**src/rtl/risc_v_wb_sched_if.sv**
```systemverilog
// Result-source and register-file write-port bundle for the write-back scheduler.
interface risc_v_wb_sched_if #(
  parameter int unsigned WIDTH1 = 32,
  parameter int unsigned WIDTH2 = 5
);
  logic              alu_valid;
  logic              alu_ready;
  logic [WIDTH2-1:0] alu_rd;
  logic [WIDTH1-1:0] alu_data;
  logic              mem_valid;
  logic              mem_ready;
  logic [WIDTH2-1:0] mem_rd;
  logic [WIDTH1-1:0] mem_data;
  logic              wr;
  logic [WIDTH2-1:0] waddr;
  logic [WIDTH1-1:0] wdata;

  // Scheduler side: consumes result beats, drives the write port.
  modport slave (
    input  alu_valid, alu_rd, alu_data,
    input  mem_valid, mem_rd, mem_data,
    output alu_ready, mem_ready,
    output wr, waddr, wdata
  );

  // Source/register-file side.
  modport master (
    output alu_valid, alu_rd, alu_data,
    output mem_valid, mem_rd, mem_data,
    input  alu_ready, mem_ready,
    input  wr, waddr, wdata
  );
endinterface

```
**src/rtl/risc_v_wb_sched.sv**
```systemverilog
// Write-back scheduler: buffers ALU and load results, arbitrates the single
// register-file write port with ALU anti-starvation, and tracks pending writes.
module risc_v_wb_sched #(
  parameter int unsigned WIDTH1       = 32,
  parameter int unsigned WIDTH2       = 5,
  parameter int unsigned STARVE_LIMIT = 4
) (
  input  logic              clk,
  input  logic              reset,
  risc_v_wb_sched_if.slave  bus,
  input  logic              iss_valid,
  input  logic [WIDTH2-1:0] iss_rd,
  output logic              iss_stall,
  input  logic [WIDTH2-1:0] chk_addr1,
  input  logic [WIDTH2-1:0] chk_addr2,
  output logic              busy1,
  output logic              busy2
);

  localparam int unsigned NREG = 1 << WIDTH2;
  localparam int unsigned SW   = 4;
  localparam int unsigned ALU  = 0;
  localparam int unsigned MEM  = 1;

  typedef struct packed {
    logic [WIDTH2-1:0] rd;
    logic [WIDTH1-1:0] data;
  } beat_t;

  beat_t             src_beat [2];
  logic [1:0]        src_valid;
  beat_t             fifo_q   [2][2];
  logic [1:0]        cnt_q    [2];
  logic              rp_q     [2];
  logic              wp_q     [2];
  beat_t             head     [2];
  logic [1:0]        rdy;
  logic [1:0]        ne;
  logic [1:0]        push;
  logic [1:0]        pop;
  beat_t             gnt_beat;
  logic              grant;
  logic [SW-1:0]     starve_q;
  logic              wr_q;
  logic [WIDTH2-1:0] waddr_q;
  logic [WIDTH1-1:0] wdata_q;
  logic [NREG-1:0]   busy_q;
  logic [NREG-1:0]   busy_d;

  // Source beats and per-FIFO status; ready depends on registered count only.
  always_comb begin
    src_valid     = {bus.mem_valid, bus.alu_valid};
    src_beat[ALU] = '{rd: bus.alu_rd, data: bus.alu_data};
    src_beat[MEM] = '{rd: bus.mem_rd, data: bus.mem_data};
    for (int s = 0; s < 2; s++) begin
      rdy[s]  = (cnt_q[s] < 2'd2);
      ne[s]   = (cnt_q[s] != 2'd0);
      head[s] = fifo_q[s][rp_q[s]];
      push[s] = src_valid[s] && rdy[s];
    end
  end

  // Arbitration: mem has priority unless the ALU head has starved long enough.
  always_comb begin
    pop      = 2'b00;
    gnt_beat = head[ALU];
    if (ne[MEM] && !(ne[ALU] && (starve_q >= SW'(STARVE_LIMIT)))) begin
      pop[MEM] = 1'b1;
      gnt_beat = head[MEM];
    end else if (ne[ALU]) begin
      pop[ALU] = 1'b1;
    end
    grant = |pop;
  end

  // Two-entry FIFOs, one per source.
  always_ff @(posedge clk) begin
    for (int s = 0; s < 2; s++) begin
      if (reset) begin
        cnt_q[s] <= 2'd0;
        rp_q[s]  <= 1'b0;
        wp_q[s]  <= 1'b0;
      end else begin
        if (push[s]) begin
          fifo_q[s][wp_q[s]] <= src_beat[s];
          wp_q[s]            <= ~wp_q[s];
        end
        if (pop[s]) begin
          rp_q[s] <= ~rp_q[s];
        end
        cnt_q[s] <= cnt_q[s] + 2'(push[s]) - 2'(pop[s]);
      end
    end
  end

  // Registered write port; x0 grants are consumed without a write.
  always_ff @(posedge clk) begin
    if (reset) begin
      wr_q    <= 1'b0;
      waddr_q <= '0;
      wdata_q <= '0;
    end else begin
      wr_q <= grant && (gnt_beat.rd != '0);
      if (grant) begin
        waddr_q <= gnt_beat.rd;
        wdata_q <= gnt_beat.data;
      end
    end
  end

  // Counts consecutive lost arbitrations of a waiting ALU head, saturating.
  always_ff @(posedge clk) begin
    if (reset) begin
      starve_q <= '0;
    end else if (ne[ALU] && !pop[ALU]) begin
      starve_q <= (starve_q == 4'hF) ? starve_q : starve_q + 4'd1;
    end else begin
      starve_q <= '0;
    end
  end

  // Scoreboard next state: commit clears, issue sets, set wins on collision.
  always_comb begin
    busy_d = busy_q;
    if (wr_q) begin
      busy_d[waddr_q] = 1'b0;
    end
    if (iss_valid && (iss_rd != '0)) begin
      busy_d[iss_rd] = 1'b1;
    end
    busy_d[0] = 1'b0;
  end

  // Scoreboard register.
  always_ff @(posedge clk) begin
    if (reset) begin
      busy_q <= '0;
    end else begin
      busy_q <= busy_d;
    end
  end

  // Hazard lookups include the register file's same-cycle write bypass.
  always_comb begin
    iss_stall = busy_q[iss_rd]    && !(wr_q && (waddr_q == iss_rd));
    busy1     = busy_q[chk_addr1] && !(wr_q && (waddr_q == chk_addr1));
    busy2     = busy_q[chk_addr2] && !(wr_q && (waddr_q == chk_addr2));
  end

  assign bus.alu_ready = rdy[ALU];
  assign bus.mem_ready = rdy[MEM];
  assign bus.wr        = wr_q;
  assign bus.waddr     = waddr_q;
  assign bus.wdata     = wdata_q;

endmodule

```
**src/flat_wrapper.sv**
```systemverilog
// flat-port wrapper written by rule: the top's interface ports become plain ports
module risc_v_wb_sched_flat 
#(
  parameter int unsigned WIDTH1       = 32,
  parameter int unsigned WIDTH2       = 5,
  parameter int unsigned STARVE_LIMIT = 4
)
  (clk, reset, iss_valid, iss_rd, iss_stall, chk_addr1, chk_addr2, busy1, busy2, bus_alu_valid, bus_alu_rd, bus_alu_data, bus_mem_valid, bus_mem_rd, bus_mem_data, bus_alu_ready, bus_mem_ready, bus_wr, bus_waddr, bus_wdata);
  risc_v_wb_sched_if #(.WIDTH1(WIDTH1), .WIDTH2(WIDTH2)) bus_i ();
  input  logic clk;
  input  logic reset;
  input  logic iss_valid;
  input  logic [WIDTH2-1:0] iss_rd;
  output logic iss_stall;
  input  logic [WIDTH2-1:0] chk_addr1;
  input  logic [WIDTH2-1:0] chk_addr2;
  output logic busy1;
  output logic busy2;
  input wire logic [$bits(bus_i.alu_valid)-1:0] bus_alu_valid;
  input wire logic [$bits(bus_i.alu_rd)-1:0] bus_alu_rd;
  input wire logic [$bits(bus_i.alu_data)-1:0] bus_alu_data;
  input wire logic [$bits(bus_i.mem_valid)-1:0] bus_mem_valid;
  input wire logic [$bits(bus_i.mem_rd)-1:0] bus_mem_rd;
  input wire logic [$bits(bus_i.mem_data)-1:0] bus_mem_data;
  output wire logic [$bits(bus_i.alu_ready)-1:0] bus_alu_ready;
  output wire logic [$bits(bus_i.mem_ready)-1:0] bus_mem_ready;
  output wire logic [$bits(bus_i.wr)-1:0] bus_wr;
  output wire logic [$bits(bus_i.waddr)-1:0] bus_waddr;
  output wire logic [$bits(bus_i.wdata)-1:0] bus_wdata;
  assign bus_i.alu_valid = bus_alu_valid;
  assign bus_i.alu_rd = bus_alu_rd;
  assign bus_i.alu_data = bus_alu_data;
  assign bus_i.mem_valid = bus_mem_valid;
  assign bus_i.mem_rd = bus_mem_rd;
  assign bus_i.mem_data = bus_mem_data;
  assign bus_alu_ready = bus_i.alu_ready;
  assign bus_mem_ready = bus_i.mem_ready;
  assign bus_wr = bus_i.wr;
  assign bus_waddr = bus_i.waddr;
  assign bus_wdata = bus_i.wdata;
  risc_v_wb_sched #(.WIDTH1(WIDTH1), .WIDTH2(WIDTH2), .STARVE_LIMIT(STARVE_LIMIT)) u_core (.clk(clk), .reset(reset), .bus(bus_i), .iss_valid(iss_valid), .iss_rd(iss_rd), .iss_stall(iss_stall), .chk_addr1(chk_addr1), .chk_addr2(chk_addr2), .busy1(busy1), .busy2(busy2));
endmodule
```
**config.mk**
```make
export PLATFORM = sky130hd
export DESIGN_NAME = risc_v_wb_sched_flat
export DESIGN_NICKNAME = d
export VERILOG_FILES = /design/src/rtl/risc_v_wb_sched_if.sv /design/src/rtl/risc_v_wb_sched.sv /design/src/flat_wrapper.sv
export SDC_FILE = /design/constraint.sdc
export NUM_CORES = 1
export LEC_CHECK = 0
export ABC_AREA = 1
export BUFFER_PORTS_ARGS = -buffer_cell sky130_fd_sc_hd__buf_2
export CAP_MARGIN = 0
export CORE_MARGIN = 2
export CORE_UTILIZATION = 39
export DETAILED_ROUTE_END_ITERATION = 7
export HOLD_SLACK_MARGIN = 0.03
export PLACE_DENSITY = 0.68
export SLEW_MARGIN = 10
export SYNTH_ARGS = -nofsm -noshare
export SYNTH_HDL_FRONTEND = slang
export SYNTH_SLANG_ARGS = --single-unit
```
**constraint.sdc**
```tcl
create_clock -name clk -period 3.2 [get_ports clk]
set_clock_uncertainty 0.05 [all_clocks]
set_input_delay 0.16 -clock clk [delete_from_list [all_inputs] [get_ports clk]]
set_output_delay 0.16 -clock clk [all_outputs]
set_load 0.05 [all_outputs]
```
* Word level (Yosys, flattened, before mapping) *
Memory sizes are Yosys's and may differ from the RTL's.
Cells that the tools add are included.
Widths: inputs -> output; s select.

storage, ports and cells
  bits in registers = 74
  memory bits (writable) = 156
  bits of input ports = 94
  output and inout bits = 43
  logic and storage cells = 129
  memories kept = 4

cells by class
  add/sub/neg operators = 5
  magnitude comparators = 15
  equality and inequality tests = 4
  mux-type cells = 49
  bitwise logic cells = 18
  reduce and logical (&&, ||, !) cells = 28

memories
  name           depth  width  rd ports  clocked after Yosys merged registers in  write ports  RTL line               RTL
  u_core.fifo_q  2      74     2         0                                        2            risc_v_wb_sched.sv:32  beat_t fifo_q [2][2];
  u_core.cnt_q   2      2      2         0                                        2            risc_v_wb_sched.sv:33  logic [1:0] cnt_q [2];
  u_core.rp_q    2      1      2         0                                        2            risc_v_wb_sched.sv:34  logic rp_q [2];
  u_core.wp_q    2      1      2         0                                        2            risc_v_wb_sched.sv:35  logic wp_q [2];

operators by type and width
  operator             number
  $mux 37              9
  $mux 74              2
  $demux 37 s1         2
  $mux 32              2
  $and 32x32->32       1
  $not 32->32          1
  $or 32x32->32        1
  $mux 1               27
  $lt 5x6->1 const B   4
  $logic_and 1x1->1    17
  $bmux 1 s5           3
  $eq 5x5->1           3
  $demux 1 s5          2
  $ge 5x1->1 const B   2
  $reduce_bool 5->1    2
  $ge 2x2->1 const B   4
  $not 1->2            4
  $or 1x1->1           6
  $logic_not 1->1      5
  $not 1->1            5
  $add 2x1->2          2
  $add 4x1->4 const B  1
  $eq 4x4->1 const B   1
  $ge 4x3->1 const B   1
  other kinds (6)      12

* Longest topological paths before layout *
Gate-level depths: netlist of the first run.
An unclocked memory read counts as a cell.

  word-level depth = 10
  depth in mapped cells = 14
  depth with buffers taken out = 12

* Worst setup path after synthesis of the first run *
No wires, ideal clock.

  path type = input to register
  start point = input reset
  end point = memory u_core.wp_q[0], data pin
  arrival = 2417 ps
  data required time = 2634 ps
  slack = 217 ps
  cell stages on the path = 5
  path buffers = 2
  path through = buf_2 clkinv_1 clkbuf_1 nand2_1 nor2_1

RTL lines
  what         RTL line               RTL
  from (decl)  flat_wrapper.sv:11     input logic reset;
  to (decl)    risc_v_wb_sched.sv:35

* Final worst setup path of the first run *
  start point = input iss_rd[2]
  end point = output iss_stall

on the way
  cells in the longest elaborated chain, start to end = 4

ends and longest elaborated chain
  what                                                                RTL line                RTL
  from (decl)                                                         flat_wrapper.sv:13      input logic [WIDTH2-1:0] iss_rd;
  parallel branches: the longest is 3 deep, another holds $bmux 1 s5  --
  $logic_and 1x1->1 *                                                 risc_v_wb_sched.sv:145  iss_stall = busy_q[iss_rd] && !(wr_q && (waddr_q == iss_rd));
  to (decl)                                                           flat_wrapper.sv:14      output logic iss_stall;

Mark *: on every way between the ends. The select of a mux whose other input is x is not followed.

==> summary.txt, run 1 <==
Run status
  – Outcome: complete, no violations

Critical path
  – CP max-delay cell: nor3_1
  – Reg2reg setup slack: 1230 ps
  – Setup crit start kind: input pin
  – Worst-path cell chain: dlygate4sd3_1, buf_2, inv_2, nor3_1, nand2_1, nand2_1, nor2_1, a21oi_1, buf_2
  – Req. time, crit path: 2990 ps
  – Crit. Startpoint: iss_rd[2]
  – Critical path endpoint category: output port
  – Crit path largest cell delay: 580 ps
  – CP delay by family, top: buffers and inverters
  – CP Max Fanout: 6
  – Critical path class: input pin to output port
  – R2r startpoint: u_core.cnt_q[0][1]
  – Worst Path Arrival: 2240 ps
  – Worst path buffer plus inverter count: 4

Layout
  – Post-route non-filler standard cell count: 1536
  – Diode count: 0
  – Finished Core Util: 50.2%
  – Syn-to-layout area delta: 26.4%
  – Share of layout cells above drive strength 1: 21.0%
  – Nets@finish: 1287

CTS
  – Post CTS Setup Buffer Count: 0
  – TritonCTS clock tree: yes
  – Clock slew at reported path FFs: 60 ps
  – Worst-skew pair later-pin latency: 510 ps
  – H-tree levels: 1
  – Hold buffer count at cts: 80
  – Clk sinks: 229
  – Root buffer cell: clkbuf_16
  – Clk buf depth: 3
  – Post-CTS sizing: 0
  – CTS Buf Count: 24

Power
  – Max IR drop VDD: 539 uV
  – Internal power: 0.00639 W
  – Switching power: 0.00392 W
  – PwrDens: 815 nW/um2
  – Combinational share of power: 32.7%
  – Sequential Power Share: 38.8%
  – Clock network power share: 28.6%
  – Sw Share: 38.0%
  – Pleak: 5.04 nW

Routing
  – Vias per cell: 5.14
  – Met3 wire length: 2210 um
  – Final WL: 26600 um
  – Detailed-route DRC error count: 0
  – Per-cell routed wire length: 17.3 um
  – Max Used Layer: met4
  – Detail Route Antenna Nets: 0
  – DRT iter0 DRCs: 889
  – Routed via count: 7892
  – Number of iterations in the first detailed-routing pass: 5
  – Routed wl met2: 12800 um
  – M1 WL: 11000 um

Timing
  – Fin Setup TNS: 0 ps
  – Period utilization: 76.5%
  – Final Slew Violations: 0
  – Hold Fails Final Rpt: 0
  – Actual slew at the worst max-slew pin: 829 ps
  – RSZ-0062 raised after global routing: false
  – Fmax: 408 MHz
  – Final min period: 2450 ps
  – Relative slew slack: 44.5%
  – Final setup viols: 0

Yosys
  – Post-synth net total: 1076
  – Synth cell count leaders: nand2_1 (204), edfxtp_1 (152), nand3_1 (99)
  – Mapped Area: 10000 um2
  – Most common cell in the netlist: nand2_1
  – Yosys Warn Count: 0
  – Leading area contributor after synthesis: edfxtp_1
  – Cells after synthesis: 977
  – Top post-synthesis cells by area: edfxtp_1 (46%), dfxtp_1 (15%), nand2_1 (7.7%), nand3_1 (5.0%), o21ai_0 (3.8%)
  – Synthesis-stage register bit count: 229
  – Post-synth ARST share: 0%
  – Post-synthesis sequential area ratio: 61.0%
  – Synth top area share: 45.6%
  – Synth unique cells: 38
  – Mean post-synth cell area: 10.2 um2
  – Post-synth EDFFs: 152
  – Synth Flop Type: edfxtp_1

Global routing
  – GRT Total Usage: 19.6%
  – Grt total ovfl: 0
  – First-pass GRT wire length: 41000 um
  – Vias in the first global route: 7725
  – Largest net degree at the start of global routing: 75
  – Initial antenna violation count: 0

Min path
  – Worst hold path class: input pin to flop
  – Worst hold start: iss_rd[1]

Place
  – Routability cong.: 0.968
  – Hpwl dp: 17000 um
  – I/O Buffers: 136
  – Placed Cells: 1412

Die
  – Core Rows: 58
  – I/O pins: 137
  – Placeable Area: 25200 um2
  – Initial core utilization: 39.7%
  – Die Y-Extent: 164 um
  – Die ar.: 26900 um2
  – Die span in x: 164 um

Flow run
  – Max-cap violations: 0
[registers in the layout (all words and copies together), names as in the netlist]
signal            cells
u_core.starve_q       4
u_core.rp_q           2
u_core.wp_q           2
u_core.bus.wr         1
u_core.bus.waddr      5
u_core.bus.wdata     32
u_core.busy_q        31
u_core.cnt_q          4
u_core.fifo_q       148
[kinds of logic (layout without fill, tap and decap cells)]
kind of cell / Yosys count / in the layout / synth area share (%)
simple gates: 371 / 371 / 16.2
flops: 229 / 229 / 61.0
compound gates: 182 / 182 / 9.48
buf+inv: 118 / 347 / 5.18
mux: 65 / 65 / 6.91
xor+xnor: 6 / 6 / 0.525
fa+ha+maj: 5 / 5 / 0.625
other cells: 1 / 1 / 0.0375
[cell usage in the layout (no fill, tap or decap), types with 3 or more instances in the layout]
cell	synthesis	layout
nand2_1	204	204
edfxtp_1	152	152
buf_2	20	136
nand3_1	99	99
dlygate4sd3_1	0	80
dfxtp_1	77	77
o21ai_0	76	76
inv_1	63	63
a21oi_1	62	62
nor2_1	40	36
mux2i_1	33	33
mux2_2	32	32
o21ai_1	30	30
clkbuf_16	0	25
buf_4	4	15
nor3_1	11	11
inv_2	8	8
o211ai_1	6	6
clkbuf_8	0	6
nor2_4	1	5
o22ai_1	5	5
xor2_1	5	5
ha_1	5	5
nor3_2	4	4
nand2_2	3	3
bufinv_16	0	3
clkinv_2	0	3
[final cells by class]
type | instances | area [um2]
clock buffer | 34 | 722
clock inverter | 10 | 134
fill | 2215 | 12500
inverter | 72 | 270
multi-input combinational | 630 | 3410
sequential | 229 | 6110
tap | 330 | 413
timing repair buffer | 231 | 1590
[power groups by stage]
stage | Clock [W] | Sequential (W) | Combinational (W)
detailed placement | 0 | 0.00403 | 0.00329
global route | 0.00311 | 0.00403 | 0.00366
floorplan | 0 | 0.00472 | 0.00174
CTS | 0.00299 | 0.00398 | 0.00338
global placement | 0 | 0.00402 | 0.00324
finish | 0.00295 | 0.00400 | 0.00337
[stage by stage]
| step | instance area [um2] | hold WS (ps) | setup slack, ps | total power [W] |
|---|---|---|---|---|
| after floorplan | 10000 | 209 | 217 | 0.00645 |
| after global placement | 11000 | 297 | 1140 | 0.00726 |
| after detailed placement | 11000 | 301 | 1090 | 0.00732 |
| after CTS | 12600 | 101 | 781 | 0.0103 |
| after global routing | 12600 | 136 | 687 | 0.0108 |
| final | 12600 | 141 | 752 | 0.0103 |
[per-layer routing]
metal / GRT usage (%) / vias up
met4: 5.98 / 0
met1: 25.1 / 3656
met5: 0 / -
met3: 3.59 / 43
li1: - / 3821
met2: 33.6 / 372
[tightest hold or removal path: stages]
cell	delay [ps]
buf_2	210
nor3_2	140
nand2_1	80
a21oi_1	60
[path summary, 6_finish.rpt]
check / end / cells past startpoint
setup reg to reg: u_core.bus.wr / 10
setup / recovery: iss_stall / 9
hold / removal: u_core.busy_q[25] / 4
hold reg to reg: u_core.bus.wdata[7] / 2
Power figures use the tool's default switching activity.
==> run 2: changes to the inputs <==
- PLACE_DENSITY: 0.68 -> 0.66
- clock period: 3.2 -> 2.4 ns (I/O delays scaled with it)
==> run 2 against run 1 <==
Net effect: global-route usage grew 0.067 points; wire length shrank 0.84%; hold slack lost 69 ps; setup slack lost 680 ps; core utilization grew 0.27 points; power grew 31%; critical path depth is the same; flip-flop and latch count is the same; design area grew 0.54%; combinational power grew 40%; largest power group unchanged.
==> summary.txt, run 2 (synthesized netlist as in run 1, its figures left out) <==
Run status
  – Outcome: complete, no violations (unchanged)

Layout
  – Most common cell after layout, fill and taps aside: nand2_1 (unchanged)
  – Finished Core Util: 50.5% (was 50.2%)
  – Nets@finish: 1300 (was 1287)
  – Syn-to-layout area delta: 27.1% (was 26.4%)
  – Fin area: 12700 um2 (was 12600 um2)
  – Share of layout cells above drive strength 1: 21.5% (was 21.0%)
  – Register area: 6110 um2 (unchanged)
  – Fill cells: 2239 (was 2215)
  – Multi-input logic area: 3420 um2 (was 3410 um2)
  – Most frequent cells in the layout: nand2_1 (204), edfxtp_1 (152), buf_2 (136) (unchanged)
  – Largest register FFs: 148 (unchanged)

CTS
  – CTS Buf Count: 25 (was 24)
  – Post CTS Setup Buffer Count: 0 (unchanged)
  – Clk buf depth: 3 (unchanged)
  – TritonCTS clock tree: yes (unchanged)
  – H-tree levels: 1 (unchanged)
  – Root buffer cell: clkbuf_16 (unchanged)
  – Clock slew at reported path FFs: 60 ps (about the same)
  – Worst-skew pair later-pin latency: 520 ps (was 510 ps)
  – Clk sinks: 229 (unchanged)

Timing
  – Worst setup margin: 75.6 ps (was 752 ps)
  – Hold slack: 71.5 ps (was 141 ps)
  – Actual slew at the worst max-slew pin: 691 ps (was 829 ps)
  – Period utilization: 96.9%
  – Fmax: 430 MHz
  – Hold Fails Final Rpt: 0 (unchanged)
  – Fin Setup TNS: 0 ps (unchanged)
  – RSZ-0062 raised after global routing: false (unchanged)
  – Final Slew Violations: 0 (unchanged)
  – Final setup viols: 0 (unchanged)
  – Final min period: 2320 ps
  – Relative slew slack: 53.9% (was 44.5%)

Min path
  – Worst hold path class: input pin to flop (unchanged)
  – Worst hold start: reset (was iss_rd[1])

Critical path
  – CP max-delay cell: dlygate4sd3_1 (was nor3_1)
  – Crit path largest cell delay: 530 ps (was 580 ps)
  – Req. time, crit path: 2230 ps (was 2990 ps)
  – Crit. Startpoint: iss_rd[4] (was iss_rd[2])
  – Worst-path cell chain: dlygate4sd3_1, buf_2, inv_1, nor3_1, nand2_1, nand2_1, nor2_1, a21oi_1, buf_2 (was dlygate4sd3_1, buf_2, inv_2, nor3_1, nand2_1, nand2_1, nor2_1, a21oi_1, buf_2)
  – Critical path endpoint category: output port (unchanged)
  – Critical path class: input pin to output port (unchanged)
  – Worst Path Arrival: 2150 ps (was 2240 ps)
  – R2r startpoint: u_core.cnt_q[0][1] (unchanged)
  – Setup crit start kind: input pin (unchanged)
  – CP Max Fanout: 6 (unchanged)

Place
  – Dpl cell area: 11100 um2 (was 11000 um2)
  – Worst slack, placed: 419 ps (was 1090 ps)
  – Hpwl dp: 16900 um (was 17000 um)
  – Routability cong.: 0.958 (was 0.968)
  – I/O Buffers: 136 (unchanged)

Die
  – I/O pins: 137 (unchanged)
  – Die Y-Extent: 164 um (unchanged)
  – Core Rows: 58 (unchanged)
  – Die ar.: 26900 um2 (unchanged)
  – Placeable Area: 25200 um2 (unchanged)
  – Die span in x: 164 um (unchanged)
  – Initial core utilization: 39.7% (unchanged)

Power
  – Pleak: 5.07 nW (was 5.04 nW)
  – Max IR drop VDD: 1020 uV (was 539 uV)
  – PwrDens: 1060 nW/um2 (was 815 nW/um2)

Global routing
  – GRT Total Usage: 19.6% (about the same)
  – Initial antenna violation count: 2 (was 0)
  – First-pass GRT wire length: 41900 um (was 41000 um)
  – Grt total ovfl: 0 (unchanged)
  – Vias in the first global route: 7982 (was 7725)
  – Largest net degree at the start of global routing: 55 (was 75)

Flow run
  – Max-cap violations: 0 (unchanged)

Routing
  – Vias per cell: 5.14 (about the same)
  – Per-cell routed wire length: 17.0 um (was 17.3 um)
  – Detail Route Antenna Nets: 0 (unchanged)
  – Routed via count: 7984 (was 7892)
  – DRT iter0 DRCs: 656 (was 889)
  – Detailed-route DRC error count: 0 (unchanged)
  – Number of iterations in the first detailed-routing pass: 6 (was 5)
  – Final WL: 26300 um (was 26600 um)
## run 2: changes by cell type in the layout (fill, tap and decap cells not counted), moves of 3 or more
cell	delta
buf_4	+8
clkbuf_1	+4
clkbuf_8	-4
buf_12	+3
## run 2: final timing paths
check        slack [ps]                   to  cells after the start
max                  80            iss_stall                      9
min                  70  u_core.bus.wdata[3]                      4
max reg2reg         390   u_core.cnt_q[0][1]                     12
min reg2reg         420    u_core.busy_q[14]                      2
## run 2: stage by stage
| step | power [W] | std cells |
|---|---|---|
| 5_1_grt | 0.0142 | 1552 |
| 3_5_place_dp | 0.00984 | 1423 |
| 2_1_floorplan | 0.00860 | 977 |
| 4_1_cts | 0.0136 | 1550 |
| 6_report | 0.0135 | 1552 |
| 3_3_place_gp | 0.00979 | 1423 |
## run 2: report_power, final
| part | internal [W] | leakage (nW) | switching (W) |
|---|---|---|---|
| Clock | 0.00209 | 0.380 | 0.00152 |
| Sequential | 0.00481 | 2.03 | 0.000378 |
| Combinational | 0.00136 | 2.66 | 0.00335 |
## run 2: worst max-delay path: cells and delay by family
family / cells / cell delay (ps)
compound gates: 1 / 180
buf+inv: 4 / 1130
simple gates: 4 / 710
## run 2: per-layer routing
layer | vias to the layer above | global-route usage (%) | routed length (um)
met5 | - | 0 | 0
met4 | 0 | 5.34 | 414
met3 | 40 | 3.81 | 1950
met2 | 311 | 33.7 | 12800
met1 | 3782 | 25.4 | 11200
li1 | 3851 | - | -
## run 2: area by class of cell
class	instances	area share [%]
repair buffers	243	13.6
clock buffers	32	5.28
multi-input cells	630	26.9
well taps	330	3.25
flip-flops and latches	229	48.0
inverters	72	2.13
clock inverters	14	0.846
diodes	2	0.0394
## run 2: what timing repair did
| item | 4_1_cts | 5_1_grt |
|---|---|---|
| hold endpoints to repair | 163 | 0 |
| setup endpoints to repair | 0 | 1 |
| hold buffers | 81 | 0 |
| gates resized for setup | 0 | 2 |
==> run 3: changes to the inputs <==
- PLACE_DENSITY: 0.66 -> 0.6
==> run 3 against run 2 <==
Net effect: count of clock-buffer cells in the layout unchanged; sequential power fell by 2%; die area unchanged; sequential share of layout area grew 0.15 points; critical endpoint unchanged.
==> summary.txt, run 3 (synthesized netlist as in run 1, its figures left out) <==
Min path
  – Worst hold path class: input pin to flop (unchanged)
  – Worst hold start: iss_rd[1] (was reset)

Layout
  – Post-route non-filler standard cell count: 1546 (was 1552)
  – Most frequent cells in the layout: nand2_1 (204), edfxtp_1 (152), buf_2 (136) (unchanged)
  – Largest register FFs: 148 (unchanged)
  – Most common cell after layout, fill and taps aside: nand2_1 (unchanged)
  – Diode count: 0 (was 2)
  – Nets@finish: 1297 (was 1300)
  – Share of layout cells above drive strength 1: 20.7% (was 21.5%)
  – Syn-to-layout area delta: 26.7% (was 27.1%)

Die
  – Die ar.: 26900 um2 (unchanged)
  – I/O pins: 137 (unchanged)
  – Die span in x: 164 um (unchanged)
  – Core Rows: 58 (unchanged)
  – Placeable Area: 25200 um2 (unchanged)
  – Initial core utilization: 39.7% (unchanged)
  – Die Y-Extent: 164 um (unchanged)

Critical path
  – CP max-delay cell: dlygate4sd3_1 (unchanged)
  – CP Max Fanout: 6 (unchanged)
  – Crit path largest cell delay: 520 ps (was 530 ps)
  – Worst-path cell chain: dlygate4sd3_1, buf_2, inv_2, nor3_1, nand2_1, nand2_1, nor2_1, a21oi_1, buf_2 (was dlygate4sd3_1, buf_2, inv_1, nor3_1, nand2_1, nand2_1, nor2_1, a21oi_1, buf_2)
  – Reg2reg setup slack: 520 ps (was 390 ps)
  – Setup crit start kind: input pin (unchanged)
  – Req. time, crit path: 2230 ps (about the same)
  – Critical path endpoint category: output port (unchanged)
  – Worst Path Arrival: 2080 ps (was 2150 ps)
  – Crit. Startpoint: iss_rd[2] (was iss_rd[4])
  – R2r startpoint: u_core.cnt_q[0][1] (unchanged)
  – Critical path class: input pin to output port (unchanged)

Routing
  – Vias per cell: 5.11 (was 5.14)
  – Detail Route Antenna Nets: 0 (unchanged)
  – Met3 wire length: 1900 um (was 1950 um)
  – Routed wl met2: 12200 um (was 12800 um)
  – DRT iter0 DRCs: 571 (was 656)
  – Max Used Layer: met4 (unchanged)
  – Per-cell routed wire length: 16.9 um (was 17.0 um)
  – M1 WL: 11400 um (was 11200 um)
  – Number of iterations in the first detailed-routing pass: 5 (was 6)
  – Routed via count: 7904 (was 7984)
  – Final WL: 26100 um (was 26300 um)
  – Detailed-route DRC error count: 0 (unchanged)

Timing
  – Final min period: 2250 ps (was 2320 ps)
  – Actual slew at the worst max-slew pin: 690 ps (was 691 ps)
  – Relative slew slack: 53.7% (was 53.9%)
  – Hold Fails Final Rpt: 0 (unchanged)
  – RSZ-0062 raised after global routing: false (unchanged)
  – Fmax: 443 MHz (was 430 MHz)
  – Final setup viols: 0 (unchanged)
  – Final Slew Violations: 0 (unchanged)
  – Period utilization: 94.0% (was 96.9%)

Global routing
  – Vias in the first global route: 7877 (was 7982)
  – GRT Total Usage: 19.5% (was 19.6%)
  – First-pass GRT wire length: 41400 um (was 41900 um)
  – Largest net degree at the start of global routing: 75 (was 55)
  – Grt total ovfl: 0 (unchanged)
  – Initial antenna violation count: 0 (was 2)

CTS
  – Root buffer cell: clkbuf_16 (unchanged)
  – Clock slew at reported path FFs: 60 ps (about the same)
  – Worst-skew pair later-pin latency: 520 ps (about the same)
  – H-tree levels: 1 (unchanged)
  – TritonCTS clock tree: yes (unchanged)
  – Post-CTS sizing: 0 (unchanged)
  – Post CTS Setup Buffer Count: 0 (unchanged)
  – Clk buf depth: 3 (unchanged)
  – Hold buffer count at cts: 83 (was 81)
  – CTS Buf Count: 24 (was 25)
  – Clk sinks: 229 (unchanged)

Place
  – I/O Buffers: 136 (unchanged)
  – Routability cong.: 0.898 (was 0.958)
  – Placed Cells: 1419 (was 1423)
  – Hpwl dp: 16800 um (was 16900 um)

Flow run
  – Max-cap violations: 0 (unchanged)

Run status
  – Outcome: complete, no violations (unchanged)

Power
  – PwrDens: 1060 nW/um2 (about the same)
  – Max IR drop VDD: 678 uV (was 1020 uV)
  – Pleak: 5.04 nW (was 5.07 nW)
  – Final total power: 0.0135 W (about the same)
run 3: report_power, final:
group          internal, W  switching [W]
combinational      0.00141        0.00349
sequential         0.00481       0.000277
clock              0.00199        0.00149
total              0.00821        0.00526
run 3: through the flow:
stage	utilization (%)	TNS (ps)	hold slack (ps)	cell area [um2]	setup WS (ps)
floorplan	-	-33930	169	10000	-459
global placement	44.1	0	258	11100	611
detailed placement	44.1	0	261	11100	558
CTS	50.3	0	91.2	12700	126
global route	50.3	0	152	12700	13.7
finish	50.3	0	124	12700	145
run 3: area by class of cell:
class,instances,area [um2]
flip-flops and latches,229,6110
fillers,2292,12500
multi-input cells,630,3410
inverters,72,270
repair buffers,241,1740
clock buffers,32,641
well taps,330,413
clock inverters,12,98.8
run 3: path summary, 6_finish.rpt:
check,endpoint,cells after the start
worst min-delay path,u_core.busy_q[17],4
worst max register to register,u_core.cnt_q[0][1],12
worst max-delay path,iss_stall,9
worst min register to register,u_core.bus.wdata[24],2
run 3: routing by layer:
metal	up-vias	GRT usage (%)
met5	-	0
met4	0	6.38
met3	44	3.76
met2	292	32.1
met1	3733	25.8
li1	3835	-
run 3: critical path: cells and delay by family:
family | cells | cell delay (ps)
buffers and inverters | 4 | 1020
AND/OR/NAND/NOR | 4 | 800
AO/OA/AOI/OAI | 1 | 130
